--- src/rtl/mppt_reg_pkg.sv ---
// mppt_reg_pkg: register map addresses, status bit positions and commit FSM encoding
package mppt_reg_pkg;
    localparam logic [7:0] A_CTRL   = 8'h00;
    localparam logic [7:0] A_STATUS = 8'h01;
    localparam logic [7:0] A_STEP_H = 8'h02;
    localparam logic [7:0] A_STEP_L = 8'h03;
    localparam logic [7:0] A_VMAX_H = 8'h04;
    localparam logic [7:0] A_VMAX_L = 8'h05;
    localparam logic [7:0] A_VMIN_H = 8'h06;
    localparam logic [7:0] A_VMIN_L = 8'h07;
    localparam logic [7:0] A_VREF_H = 8'h08;
    localparam logic [7:0] A_PVV_H  = 8'h0A;
    localparam logic [7:0] A_PVI_H  = 8'h0C;
    localparam logic [7:0] A_BATV_H = 8'h0E;
    localparam logic [7:0] A_BATI_H = 8'h10;
    localparam logic [7:0] A_T1_H   = 8'h12;
    localparam logic [7:0] A_T2_H   = 8'h14;
    localparam logic [7:0] A_LAST   = 8'h15;

    localparam int ST_ERR  = 7;
    localparam int ST_PEND = 6;
    localparam int ST_CFGV = 5;

    typedef enum logic [1:0] {C_IDLE, C_PEND, C_REQ} commit_state_t;

    function automatic logic [7:0] pair_base(input logic [7:0] a);
        return {a[7:1], 1'b0};
    endfunction
endpackage

--- src/rtl/i2c_reg_ctrl_read_mux.sv ---
// reg_read_mux: combinational decode of a register byte address to its read byte
module reg_read_mux
    import mppt_reg_pkg::*;
(
    input  logic [7:0]  addr,
    input  logic [7:0]  ctrl,
    input  logic [7:0]  status,
    input  logic [15:0] step_size,
    input  logic [15:0] v_max,
    input  logic [15:0] v_min,
    input  logic [15:0] v_ref,
    input  logic [15:0] pv_v,
    input  logic [15:0] pv_i,
    input  logic [15:0] bat_v,
    input  logic [15:0] bat_i,
    input  logic [15:0] temp1,
    input  logic [15:0] temp2,
    input  logic        shadow_valid,
    input  logic [7:0]  shadow_tag,
    input  logic [7:0]  shadow_data,
    output logic [7:0]  rd_byte,
    output logic [7:0]  low_byte
);
    logic [15:0] word;
    logic        shadow_hit;

    always_comb begin
        case (pair_base(addr))
            A_STEP_H: word = step_size;
            A_VMAX_H: word = v_max;
            A_VMIN_H: word = v_min;
            A_VREF_H: word = v_ref;
            A_PVV_H:  word = pv_v;
            A_PVI_H:  word = pv_i;
            A_BATV_H: word = bat_v;
            A_BATI_H: word = bat_i;
            A_T1_H:   word = temp1;
            A_T2_H:   word = temp2;
            default:  word = 16'h0000;
        endcase
        shadow_hit = shadow_valid && shadow_tag == pair_base(addr);
        low_byte   = word[7:0];
        rd_byte    = addr == A_CTRL   ? ctrl :
                     addr == A_STATUS ? status :
                     !addr[0]         ? word[15:8] :
                     shadow_hit       ? shadow_data : word[7:0];
    end
endmodule

--- src/rtl/i2c_reg_ctrl.sv ---
// i2c_reg_ctrl: I2C-facing MPPT register file with split 16-bit commits and a cfg handshake.
// Define CFG_RANGE_CHECK_EN to reject commits leaving v_min >= v_max or step_size == 0.
module i2c_reg_ctrl #(
    parameter logic [7:0]  CTRL_DEF = 8'h00,
    parameter logic [15:0] STEP_DEF = 16'h0010,
    parameter logic [15:0] VMAX_DEF = 16'hE000,
    parameter logic [15:0] VMIN_DEF = 16'h2000
) (
    input  logic        clk,
    input  logic        rst_n,
    input  logic [7:0]  reg_addr,
    input  logic [7:0]  reg_wdata,
    input  logic        reg_write,
    input  logic        reg_read,
    output logic [7:0]  reg_rdata,
    output logic [7:0]  ctrl,
    output logic [15:0] step_size,
    output logic [15:0] v_max,
    output logic [15:0] v_min,
    output logic        cfg_valid,
    input  logic        cfg_ready,
    input  logic [7:0]  core_status,
    input  logic [15:0] v_ref,
    input  logic [15:0] pv_v,
    input  logic [15:0] pv_i,
    input  logic [15:0] bat_v,
    input  logic [15:0] bat_i,
    input  logic [15:0] temp1,
    input  logic [15:0] temp2
);
    import mppt_reg_pkg::*;

    commit_state_t state, state_nxt;
    logic        pend_valid, pend_nxt, err_sticky;
    logic [7:0]  pend_tag, pend_data;
    logic        shadow_valid;
    logic [7:0]  shadow_tag, shadow_data;
    logic [7:0]  status, rd_byte, low_byte;
    logic        wr_ctrl, wr_even, wr_odd, wr_bad, match, commit16, range_ok;
    logic        commit, reject, wr_err, rd_snap, rd_status;
    logic [15:0] new_word, nstep, nvmax, nvmin;

    always_comb begin
        wr_ctrl   = reg_write && reg_addr == A_CTRL;
        wr_even   = reg_write && (reg_addr == A_STEP_H || reg_addr == A_VMAX_H || reg_addr == A_VMIN_H);
        wr_odd    = reg_write && (reg_addr == A_STEP_L || reg_addr == A_VMAX_L || reg_addr == A_VMIN_L);
        wr_bad    = reg_write && !wr_ctrl && !wr_even && !wr_odd;
        match     = pend_valid && pend_tag == pair_base(reg_addr);
        commit16  = wr_odd && match;
        new_word  = {pend_data, reg_wdata};
        nstep     = commit16 && reg_addr == A_STEP_L ? new_word : step_size;
        nvmax     = commit16 && reg_addr == A_VMAX_L ? new_word : v_max;
        nvmin     = commit16 && reg_addr == A_VMIN_L ? new_word : v_min;
`ifdef CFG_RANGE_CHECK_EN
        range_ok  = nstep != 16'h0000 && nvmin < nvmax;
`else
        range_ok  = 1'b1;
`endif
        commit    = wr_ctrl || (commit16 && range_ok);
        reject    = commit16 && !range_ok;
        wr_err    = wr_bad || (wr_odd && !match) || reject;
        pend_nxt  = wr_even ? 1'b1 : wr_odd ? 1'b0 : pend_valid;
        rd_snap   = reg_read && !reg_addr[0] && reg_addr >= A_STEP_H && reg_addr <= A_LAST;
        rd_status = reg_read && reg_addr == A_STATUS;
        status    = {3'b000, core_status[4:0]};
        status[ST_ERR]  = err_sticky;
        status[ST_PEND] = pend_valid;
        status[ST_CFGV] = cfg_valid;
    end

    always_ff @(posedge clk or negedge rst_n) begin
        if (!rst_n) state <= C_IDLE;
        else        state <= state_nxt;
    end

    // A held high byte survives a handshake, so C_REQ falls back to C_PEND when one is waiting
    always_comb begin
        case (state)
            C_IDLE:  state_nxt = wr_ctrl ? C_REQ : wr_even ? C_PEND : C_IDLE;
            C_PEND:  state_nxt = commit ? C_REQ : wr_odd ? C_IDLE : C_PEND;
            C_REQ:   state_nxt = reject ? C_IDLE : commit ? C_REQ :
                                 cfg_ready ? (pend_nxt ? C_PEND : C_IDLE) : C_REQ;
            default: state_nxt = C_IDLE;
        endcase
    end

    always_comb cfg_valid = state == C_REQ;

    always_ff @(posedge clk or negedge rst_n) begin
        if (!rst_n) begin
            ctrl         <= CTRL_DEF;
            step_size    <= STEP_DEF;
            v_max        <= VMAX_DEF;
            v_min        <= VMIN_DEF;
            reg_rdata    <= 8'h00;
            err_sticky   <= 1'b0;
            pend_valid   <= 1'b0;
            pend_tag     <= 8'h00;
            pend_data    <= 8'h00;
            shadow_valid <= 1'b0;
            shadow_tag   <= 8'h00;
            shadow_data  <= 8'h00;
        end else begin
            if (wr_ctrl) ctrl <= reg_wdata;
            if (commit16 && range_ok) begin
                step_size <= nstep;
                v_max     <= nvmax;
                v_min     <= nvmin;
            end
            pend_valid <= pend_nxt;
            if (wr_even) begin
                pend_tag  <= reg_addr;
                pend_data <= reg_wdata;
            end
            err_sticky <= wr_err || (err_sticky && !rd_status);
            if (reg_read) reg_rdata <= rd_byte;
            if (rd_snap) begin
                shadow_valid <= 1'b1;
                shadow_tag   <= reg_addr;
                shadow_data  <= low_byte;
            end
        end
    end

    reg_read_mux u_mux (
        .addr         (reg_addr),
        .ctrl         (ctrl),
        .status       (status),
        .step_size    (step_size),
        .v_max        (v_max),
        .v_min        (v_min),
        .v_ref        (v_ref),
        .pv_v         (pv_v),
        .pv_i         (pv_i),
        .bat_v        (bat_v),
        .bat_i        (bat_i),
        .temp1        (temp1),
        .temp2        (temp2),
        .shadow_valid (shadow_valid),
        .shadow_tag   (shadow_tag),
        .shadow_data  (shadow_data),
        .rd_byte      (rd_byte),
        .low_byte     (low_byte)
    );
endmodule
--- config.mk ---
export PLATFORM = sky130hd
export DESIGN_NAME = i2c_reg_ctrl
export DESIGN_NICKNAME = d
export VERILOG_FILES = /design/src/rtl/mppt_reg_pkg.sv /design/src/rtl/i2c_reg_ctrl_read_mux.sv /design/src/rtl/i2c_reg_ctrl.sv
export SDC_FILE = /design/constraint.sdc
export NUM_CORES = 1
export LEC_CHECK = 0
export ABC_CLOCK_PERIOD_IN_PS = 1800
export BUFFER_PORTS_ARGS = -buffer_cell sky130_fd_sc_hd__buf_4
export CORE_MARGIN = 1.5
export CORE_UTILIZATION = 30
export CTS_CLUSTER_DIAMETER = 150
export DETAILED_ROUTE_END_ITERATION = 10
export SETUP_SLACK_MARGIN = 0.02
export SKIP_CTS_REPAIR_TIMING = 1
export SYNTH_ARGS = -nofsm -noshare
export SYNTH_HDL_FRONTEND = slang
export SYNTH_SLANG_ARGS = --single-unit
--- constraint.sdc ---
create_clock -name clk -period 1.8 [get_ports clk]
set_input_delay 0.27 -clock clk [delete_from_list [all_inputs] [get_ports clk]]
set_output_delay 0.27 -clock clk [all_outputs]
set_load 0.005 [all_outputs]
* After elaboration in Yosys (flattened, before gate mapping) *
Index checks and enable logic that the tools add are counted.

cells by class
  order comparisons = 2
  equal/unequal tests = 21
  muxes and demuxes = 15
  reductions and logical operators = 36

operators with widths
  operator                                                                              number
  16-bit case mux with 10 select lines                                                  1
  8-bit by 3-bit equality test with 1-bit output (second input constant)                4
  8-bit 2-to-1 mux                                                                      4
  7-bit by 3-bit equality test with 1-bit output (second input constant)                4
  7-bit by 4-bit equality test with 1-bit output (second input constant)                3
  1-bit logical AND                                                                     18
  8-bit by 2-bit equality test with 1-bit output (second input constant)                2
  8-bit equality test                                                                   2
  7-bit by 2-bit equality test with 1-bit output (second input constant)                2
  8-bit by 1-bit equality test with 1-bit output (second input constant)                1
  8-bit by 2-bit greater-or-equal comparator with 1-bit output (second input constant)  1
  8-bit by 5-bit <= comparator with 1-bit output (second input constant)                1
  8-bit logical NOT                                                                     1
  2-bit 2-to-1 mux                                                                      4
  7-bit by 1-bit equality test with 1-bit output (second input constant)                1
  1-bit logical OR                                                                      7
  1-bit logical NOT                                                                     6
  2-bit case mux with 3 select lines                                                    1
  2-bit AND reduction                                                                   3
  1-bit 2-to-1 mux                                                                      5
  2-bit by 1-bit equality test with 1-bit output (second input constant)                1
  2-bit equality test (second input constant)                                           1
  2-bit logical NOT                                                                     1

word-level totals
  bits in registers = 101
  input bits = 141
  word-level logic and storage cells = 87

* Logic depth before layout (Yosys ltp) *
Gate-level depths: netlist of run 1.

  depth in word-level cells = 10
  depth in mapped cells = 10
  gate-level depth less buffers = 6

* Modules after synthesis *
From an unflattened synthesis of run 1, not the netlist that was laid out.

second synthesis, totals
  cells, all modules = 491
  area total of the unflattened synthesis = 5,930.7 µm²

modules (own cells, without submodules)
  module        instances  cells an instance  area an instance (µm²)
  i2c_reg_ctrl  1          264                4,077.7
  reg_read_mux  1          227                1,853.0

* Worst setup path after synthesis of run 1 *
No wires, ideal clock.

  kind = input port to flip-flop
  start = input reg_addr[4]
  end = register pend_data[6]
  setup time = 125 ps
  arrival = 2,355 ps
  slack = -680 ps
  stages on the path = 6
  path buffers = 2
  cells stage by stage = buf_6 or4_4 or4b_4 nor2_2 buf_2 mux2_2

on the way
  cells in the longest elaborated chain, start to end = 4

ends and longest elaborated chain
  element                                                                                                           line                 source
  start, declared                                                                                                   i2c_reg_ctrl.sv:11   input logic [7:0] reg_addr,
  8-bit by 2-bit equality test with 1-bit output or 8-bit by 3-bit equality test with 1-bit output (tied branches)  i2c_reg_ctrl.sv:45   wr_even = reg_write && (reg_addr == A_STEP_H || reg_addr == A_VMAX_H || reg_addr == A_VMIN_H);
  1-bit logical OR                                                                                                  i2c_reg_ctrl.sv:45
  1-bit logical OR (*)                                                                                              i2c_reg_ctrl.sv:45
  1-bit logical AND (*)                                                                                             i2c_reg_ctrl.sv:45
  end signal, assigned                                                                                              i2c_reg_ctrl.sv:113  pend_data <= reg_wdata;
  end, declared                                                                                                     i2c_reg_ctrl.sv:35   logic [7:0] pend_tag, pend_data;

Every way passes the cells marked *; elsewhere a longest branch is shown, timed or not.
A chain may end at the register's enable or synchronous reset.

* Worst setup path after layout of run 1 *
  start = input reg_addr[6]
  end = register v_min[12]

on the way
  cells in the longest elaborated chain, start to end = 7

ends and longest elaborated chain
  element                                                                                                           line                 source
  8-bit by 2-bit equality test with 1-bit output or 8-bit by 3-bit equality test with 1-bit output (tied branches)  i2c_reg_ctrl.sv:46   wr_odd = reg_write && (reg_addr == A_STEP_L || reg_addr == A_VMAX_L || reg_addr == A_VMIN_L);
  1-bit logical OR (2 in series)                                                                                    i2c_reg_ctrl.sv:46
  1-bit logical AND                                                                                                 i2c_reg_ctrl.sv:46
  1-bit logical AND                                                                                                 i2c_reg_ctrl.sv:49   commit16 = wr_odd && match;
  1-bit logical AND                                                                                                 i2c_reg_ctrl.sv:53   nvmin = commit16 && reg_addr == A_VMIN_L ? new_word : v_min;
  2-bit AND reduction (no line) (*)                                                                                 n/a
  end signal, assigned                                                                                              i2c_reg_ctrl.sv:108  v_min <= nvmin;
  end, declared                                                                                                     i2c_reg_ctrl.sv:19   output logic [15:0] v_min,

Marks and branches as above.

==> results of run 1 <==
[per-stage QoR]
stage | hold WS [ps] | util, % | TNS, ps
floorplan | -25.6 | - | -29970
global placement | 179 | 45.1 | -51900
detailed placement | 177 | 45.1 | -52790
CTS | -201 | 46.9 | -18310
global route | 209 | 48.5 | -19470
finish | 206 | 48.5 | -16660
[kinds of logic after synthesis]
logic type | Yosys count | synth area share (%)
xor+xnor | 14 | 2.11
mux | 105 | 22.3
buf+inv | 46 | 3.63
flops | 101 | 43.5
compound gates | 129 | 15.6
simple gates | 137 | 12.8
[registers in the layout, indices dropped and copies added (netlist names)]
register and flops:
shadow_valid 1, state 2, pend_valid 1, pend_data 8
reg_rdata 8, v_min 16, v_max 16, err_sticky 1
shadow_tag 8, step_size 16, pend_tag 8, shadow_data 8
ctrl 8
[power by group]
part | switching, mW | internal, mW | total, mW
combinational | 0.482 | 0.582 | 1.06
sequential | 0.0739 | 2.35 | 2.43
clock | 0.859 | 1.29 | 2.15
total | 1.42 | 4.23 | 5.64
[how the worst max path moves through the flow]
| stage | slack (ps) | endpoint |
|---|---|---|
| floorplan | -530 | step_size[10] |
| global placement | -670 | step_size[7] |
| detailed placement | -700 | state[1] |
| CTS | -320 | step_size[14] |
| global route | -340 | v_min[11] |
| finish | -300 | v_min[12] |
[layout by cell type, fill, tap and decap left out, types with 3 or more instances in the layout]
cell / count
buf_4: 296
buf_12: 10
a21oi_1: 14
buf_6: 13
nor2b_1: 16
nor3_1: 6
nand4_1: 4
o21a_1: 4
nor3_4: 6
a31oi_1: 7
inv_1: 8
and3_1: 3
dfrtp_1: 96
a22o_1: 12
mux2_2: 68
nand2b_1: 7
o21ai_0: 21
a22oi_1: 17
o22ai_1: 4
o211ai_1: 6
and2_1: 6
nand2_1: 31
a221oi_2: 3
mux2i_1: 15
xor2_1: 5
dfstp_2: 5
mux4_2: 12
nand3_1: 13
clkbuf_16: 10
xnor2_1: 9
a222oi_1: 3
mux2_4: 10
o21ai_2: 5
nor2_1: 18
a31o_2: 3
a21o_1: 4
nand3b_1: 3
[synthesized netlist by cell type (all sizes together), types with 4 or more instances]
master / instances / share of area (%)
a22oi: 19 / 2.5
nand2b: 7 / 0.75
mux2i: 15 / 2.6
a21o: 4 / 0.52
o211ai: 6 / 0.77
xnor2: 9 / 1.4
nor3: 12 / 1.2
dfstp: 5 / 2.3
a221oi: 5 / 0.75
clkbuf: 27 / 2.1
nand2: 34 / 2.3
nor2b: 16 / 1.7
o21a: 4 / 0.52
a22o: 13 / 2.0
and2: 7 / 0.75
o21ai: 27 / 2.3
nor4: 5 / 0.54
nor2: 21 / 1.4
nand4: 4 / 0.43
dfrtp: 96 / 41
buf: 11 / 1.0
a21oi: 14 / 1.2
inv: 8 / 0.52
a31oi: 7 / 0.75
nand3: 14 / 1.4
xor2: 5 / 0.75
mux4: 12 / 4.6
o22ai: 5 / 0.54
mux2: 78 / 15
[routing by layer]
layer  part of all wire, %  vias up  GRT usage, %
li1                      -     2601             -
met1                    44     2848          30.3
met2                    48      233          37.3
met3                   6.5       29          5.22
met4                   1.7        0          4.40
met5                     0        -             0
[cell type report]
type	instances	share of cell area [%]
flip-flops and latches	101	27.7
multi-input cells	385	36.3
clock buffers	12	2.80
inverters	8	0.328
repair buffers	322	28.6
well taps	260	3.55
clock inverters	4	0.765
[worst max-delay path: cells and delay by family]
kind          cells  cell delay, ps
mux               1             270
simple gates      4            1380
buf+inv           3             400
==> impl_metrics.ini, run 1 <==
[pwr]
power.total_mw = 5.64
power_density_nw_per_um2 = 616
peakVddDrop_uv = 494
p_leak_nw = 4.51

[worst_setup_path]
path_class = input port to register
rr_worst_depth = 6
crit_fanout = 16
r2r-start = step_size[10]
cpPeakStageDelay_ps = 590
cp_slowest_cell = or4b_4
crit_chain = buf_6, or4_4, or4b_4, nor3_4, buf_6, nand3_4, buf_12, mux2_2
worstPathArrival_ps = 2340
path_common_cell = buf_6
start_kind = input port
r2r-end = reg_rdata[2]
worstPathRequired_ps = 2040
startpoint = reg_addr[6]
reg2reg_setup_slack_ps = -50
end_kind = register

[timing]
fin_crit_sh_pct = 117
setup_viol = 69
finalWorstSetupSlack_ps = -304
final_hold_viol_count = 0
slew_headroom_pct = 70.3
slew_viol_final = 0
fmax_mhz = 475
worstMarginPinSlew_ps = 445
skew_ps = 5.51
fin_crit_ps = 2100
rsz0062_at_grt = yes

[global_route]
grt_max_degree = 49
antenna_found_initial = 0
grt_pass1_wl_um = 33800
track_usage_pct = 22.6
first_global_vias = 5707
grt_overflow_total = 0

[die]
rows = 50
die_y_um = 142
ioPinCount = 206
core_area_um2 = 18900
die-width_um = 142
initial_core_util_pct = 30.8
die_area_um2 = 20300

[final_layout]
final_area_um2 = 9160
register_area_um2 = 2530
drive_gt1_share_pct = 56.7
nFillCells = 1822
instances_no_fill = 1092
syn_to_final_growth_pct = 57.3
diodes = 0
layout.nets = 968
multi_input_area_um2 = 3320

[yosys]
ys_ff_latch = 101
ys.flop_type = dfrtp_1
synth_edf_count = 0
ys_seq_area_share_pct = 43.5
async_flop_share_pct = 100
synthCells = 532
syn_avg_cell_area_um2 = 10.9
syn_nets = 673
synthesis.area_um2 = 5820
yosysWarnings = 0
synth_cell_types = 65

[min_path]
hold_path_depth = 2
hp-class = input port to register
hold_start = reg_wdata[6]
hold_end = pend_data[6]

[detailed_routing]
drcViolationCount = 0
wl_um = 22800
via_per_inst = 5.23
first_iter_violations = 420
vias = 5711
firstDrtPassIters = 6
wire_per_inst_um = 20.8
ant_nets = 0

[cts]
clock_latency_ps = 350
clk_pin_slew_ps = 70
cts_max_path_buffers = 2
root_buffer = clkbuf_16
cts_tree = built
cts-htree-levels = 3
cts.sinks = 101
cts_made_buffers = 9

[outcome]
status = finished with violations
violations = negative setup slack

[place]
dp_cells = 1071
place.gp.congestion = 0.836
hpwl_um = 18100
io_buffers = 202
dpl-instance-area_um2 = 8530
pre_cts_slack_ps = -701

[flow_run]
maxCapViolCount = 0
No activity file was read; power rests on OpenSTA's default activity.
==> run 2: changes to the inputs <==
--- a/config.mk
+++ b/config.mk
@@ -15,4 +15,5 @@
 export SKIP_CTS_REPAIR_TIMING = 1
 export SYNTH_ARGS = -nofsm -noshare
 export SYNTH_HDL_FRONTEND = slang
+export SYNTH_HIERARCHICAL = 1
 export SYNTH_SLANG_ARGS = --single-unit
==> run 2 against run 1 <==
Net effect: the run still ends with negative setup slack left; clock skew grew 6.6 ps; cell count shrank 3.8%; sequential cell count is the same; setup slack gained 150 ps.
==> impl_metrics.ini, run 2 <==
[outcome]
status = finished with violations
violations = negative setup slack

[global_route]
grt_pass1_wl_um = 32700
grt_max_degree = 59
track_usage_pct = 21.6
grt_overflow_total = 0
antenna_found_initial = 0
first_global_vias = 5701

[cts]
cts_tree = built
cts_made_buffers = 9
clk_pin_slew_ps = 70
cts_max_path_buffers = 2
cts-htree-levels = 3
cts.sinks = 101
clock_latency_ps = 360
root_buffer = clkbuf_16

[yosys]
yosys.area.top_type_share_pct = 40.5
synth_most_common_cell = dfrtp_1
synth_xor_xnor_area_share_pct = 2.07
synth_cell_types = 65
ys.flop_type = dfrtp_1
synth_top_family_by_area = multiplexers
synthMuxAreaShare_pct = 29.6
synth_edf_count = 0
yosysTopAreaCell = dfrtp_1
synthTopCellsByArea = dfrtp_1, mux2_2, mux4_2
ys_seq_area_share_pct = 42.7
ys_top_cells_by_count = dfrtp_1, mux2_2, mux2i_1
synthesis.area_um2 = 5930
synth_compound_area_share_pct = 12.3
yosysWarnings = 6
synthSimpleGateAreaFrac_pct = 9.07
synthAdderAreaFrac_pct = 0
async_flop_share_pct = 100
ys_ff_latch = 101
synthCells = 491
syn_avg_cell_area_um2 = 12.1
syn_nets = 632

[pwr]
p_leak_nw = 4.48
power_density_nw_per_um2 = 616
peakVddDrop_uv = 450
power.total_mw = 5.60

[die]
ioPinCount = 206
die_y_um = 144
rows = 51
core_area_um2 = 19400
die-width_um = 144
die_area_um2 = 20600
initial_core_util_pct = 30.6

[detailed_routing]
vias = 5432
wl_met1_um = 9430
wl_met2_um = 10800
via_per_inst = 5.17
top_layer = met4
ant_nets = 0
drcViolationCount = 0
firstDrtPassIters = 4
first_iter_violations = 233
wl_um = 22400
wl_met3_um = 1380
wire_per_inst_um = 21.3

[place]
io_buffers = 202
place.gp.congestion = 0.869
hpwl_um = 17500
pre_cts_slack_ps = -536

[worst_setup_path]
startpoint = shadow_tag[2]
worstPathRequired_ps = 2050
worstPathArrival_ps = 2200
crit_fanout = 8
path_class = register to register
start_kind = register
reg2reg_setup_slack_ps = -150
r2r-start = shadow_tag[2]
end_kind = register

[timing]
slew_viol_final = 0
hold_ws_ps = 187
rsz0062_at_grt = yes
setup_viol = 55
finalWorstSetupSlack_ps = -153
skew_ps = 12.1
fin_crit_ps = 1950
worstMarginPinSlew_ps = 490
fmax_mhz = 512
fin_crit_sh_pct = 108
slew_headroom_pct = 67.3
final_hold_viol_count = 0

[final_layout]
final_cell_mix = buf_4, dfrtp_1, mux2_2
nFillCells = 1808
top_regs = step_size x16, v_max x16, v_min x16
register_area_um2 = 2530
diodes = 0
multi_input_area_um2 = 3320
syn_to_final_growth_pct = 53.3
layout_commonest_cell = buf_4
drive_gt1_share_pct = 60.4
layout.nets = 921

[min_path]
hp-class = input port to register
hold_start = reg_wdata[4]

[flow_run]
maxCapViolCount = 0
## run 2: routing by layer
metal	up-vias	track usage (%)
met5	-	0
met4	0	10.5
met3	40	2.97
met2	214	35.7
met1	2725	27.9
li1	2453	-
## run 2: through the flow
step / cells / utilization [%] / area [µm²] / setup TNS (ps)
finish: 1050 / 46.9 / 9090 / -4670
global route: 1050 / 46.9 / 9090 / -7710
CTS: 1045 / 46.0 / 8930 / -5410
detailed placement: 1029 / 44.3 / 8600 / -27650
global placement: 1029 / 44.3 / 8600 / -25820
floorplan: 491 / - / 6110 / -21280
## run 2: layout make-up
cell class / count / area share [%]
clock inverter: 6 / 1.00
tap: 265 / 3.65
sequential: 101 / 27.9
clock buffer: 10 / 2.63
timing repair buffer: 316 / 28.1
multi-input combinational: 345 / 36.5
inverter: 7 / 0.289
## run 2: power breakdown
part           total (mW)  switching (mW)  internal (mW)
clock network        2.20           0.931           1.27
registers            2.42          0.0691           2.35
logic               0.981           0.440          0.541
total                5.60            1.44           4.16
## run 2: path summary, 6_finish.rpt
| path | cells past startpoint | to |
|---|---|---|
| hold / removal | 2 | v_min[4] |
| setup / recovery | 8 | reg_rdata[6] |
| max in group asynchronous | 3 | v_min[13] |
| setup reg to reg | 8 | reg_rdata[6] |
| hold reg to reg | 1 | shadow_valid |
| min in group asynchronous | 2 | reg_rdata[1] |
## run 2: cell families after synthesis
logic type      after synthesis
xor+xnor                     14
mux                         141
flops                       101
buf+inv                      45
simple gates                 90
compound gates              100
## run 2: worst max-delay path, stage by stage (launching register included)
cell     delay [ps]
dfrtp_1         390
xor2_1          160
nor3b_1         350
nand4_4         170
buf_12          180
buf_6           110
mux2i_1         140
o21ai_1          90
mux2_4          250
==> run 3: changes to the inputs <==
--- a/config.mk
+++ b/config.mk
@@ -9,6 +9,7 @@
 export BUFFER_PORTS_ARGS = -buffer_cell sky130_fd_sc_hd__buf_4
 export CORE_MARGIN = 1.5
 export CORE_UTILIZATION = 30
+export CTS_BUF_LIST = sky130_fd_sc_hd__clkbuf_16
 export CTS_CLUSTER_DIAMETER = 150
 export DETAILED_ROUTE_END_ITERATION = 10
 export SETUP_SLACK_MARGIN = 0.02
==> run 3 against run 2 <==
Net effect: the flow still finishes with violations (negative setup slack); first-iteration DRC count grew 7.3%; routed wire length shrank 0.40%; utilization shrank 0.052 points; largest cell class unchanged; worst hold slack gained 12 ps; non-clock buffer count is the same; largest power group unchanged; total power shrank 1.1%; register-to-register slack is essentially flat; critical path type unchanged; via count grew 0.59%; setup slack lost 2.8 ps; cell count is the same.
==> impl_metrics.ini, run 3 (synthesis results as in run 2) <==
[cts]
cts_made_buffers = 9
cts_tree = built
cts-htree-levels = 3
root_buffer = clkbuf_16
clock_latency_ps = 350
clk_pin_slew_ps = 70
cts_max_path_buffers = 2
cts.sinks = 101

[detailed_routing]
via_per_inst = 5.20
ant_nets = 0
first_iter_violations = 250
drcViolationCount = 0
wl_um = 22300
firstDrtPassIters = 4
vias = 5464
wire_per_inst_um = 21.2

[die]
die_area_um2 = 20600
rows = 51
die_y_um = 144
core_area_um2 = 19400
die-width_um = 144
initial_core_util_pct = 30.6
ioPinCount = 206

[worst_setup_path]
path_class = register to register
rr_worst_depth = 8
worstPathArrival_ps = 2190
worstPathRequired_ps = 2040
r2r-start = shadow_tag[2]
end_kind = register
crit_fanout = 8
reg2reg_setup_slack_ps = -160
r2r-end = reg_rdata[4]
start_kind = register

[outcome]
status = finished with violations
violations = negative setup slack

[min_path]
hp-class = input port to register
hold_start = reg_wdata[4]
hold_end = v_min[4]
hold_path_depth = 2

[final_layout]
nFillCells = 1814
final_cell_mix = buf_4, dfrtp_1, mux2_2
top_regs = step_size x16, v_max x16, v_min x16
diodes = 0
syn_to_final_growth_pct = 53.2
layout_commonest_cell = buf_4
layout.nets = 921
utilization_pct = 46.8
final_area_um2 = 9080
register_area_um2 = 2530
multi_input_area_um2 = 3320
drive_gt1_share_pct = 60.3
instances_no_fill = 1050

[global_route]
grt_overflow_total = 0
grt.busiest_layer = met2
met1_usage_pct = 27.8
track_usage_pct = 21.6
use_met3_pct = 3.07
first_global_vias = 5712
gr-usage-met2_pct = 35.8
grt_pass1_wl_um = 32800
antenna_found_initial = 0
grt_max_degree = 59

[place]
dpl-instance-area_um2 = 8600
io_buffers = 202
place.gp.congestion = 0.869
pre_cts_slack_ps = -536
dp_cells = 1029
hpwl_um = 17500

[timing]
setup_tns_ps = -4880
fin_crit_sh_pct = 109
final_hold_viol_count = 0
fmax_mhz = 511
worstMarginPinSlew_ps = 487
rsz0062_at_grt = yes
slew_headroom_pct = 67.5
slew_viol_final = 0
skew_ps = 10.0
finalWorstSetupSlack_ps = -155
fin_crit_ps = 1960
setup_viol = 55

[pwr]
peakVddDrop_uv = 441
p_leak_nw = 4.47
power_density_nw_per_um2 = 610

[flow_run]
maxCapViolCount = 0
[run 3: stage by stage]
step                      total power [mW]  hold slack (ps)
after floorplan                       2.85            -25.6
after global placement                3.39              190
after detailed placement              3.41              187
after CTS                             5.55             -189
after global routing                  5.73              193
final                                 5.54              199
[run 3: how the worst max path moves through the flow]
stage	from	endpoint	slack [ps]	cells past startpoint
3_3_place_gp	reg_addr[1]	reg_rdata[7]	-510	9
4_1_cts	step_size[7]	reg_rdata[7]	-330	8
6_report	shadow_tag[2]	reg_rdata[4]	-160	8
3_5_place_dp	reg_addr[1]	reg_rdata[7]	-540	9
2_1_floorplan	reg_addr[4]	v_max[10]	-510	7
5_1_grt	shadow_tag[1]	reg_rdata[6]	-270	9
[run 3: cell type report]
cell class	count	area share, %
Inverter	7	0.289
Clock inverter	7	1.05
Sequential cell	101	27.9
Tap cell	265	3.65
Timing Repair Buffer	316	28.1
Multi-Input combinational cell	345	36.5
Clock buffer	9	2.48
[run 3: worst max-delay path, cell delays in order, from the launching register on]
cell and delay (ps):
dfrtp_1 390, xor2_1 160, nor3b_1 350, nand4_4 170, buf_12 180, buf_4 140, o21ai_2 130, o21ai_2 70
mux2_2 260
[run 3: where the power goes]
group	switching (mW)	total [mW]	internal, mW
Combinational	0.439	0.980	0.541
Sequential	0.0684	2.41	2.35
Clock	0.915	2.14	1.23
Total	1.42	5.54	4.12
[run 3: routing by layer]
metal / wire, µm / vias to the layer above / part of all wire [%]
met3: 1400 / 43 / 6.3
met2: 10700 / 232 / 48
met4: 816 / 0 / 3.7
met1: 9390 / 2735 / 42
met5: 0 / - / 0
li1: - / 2454 / -
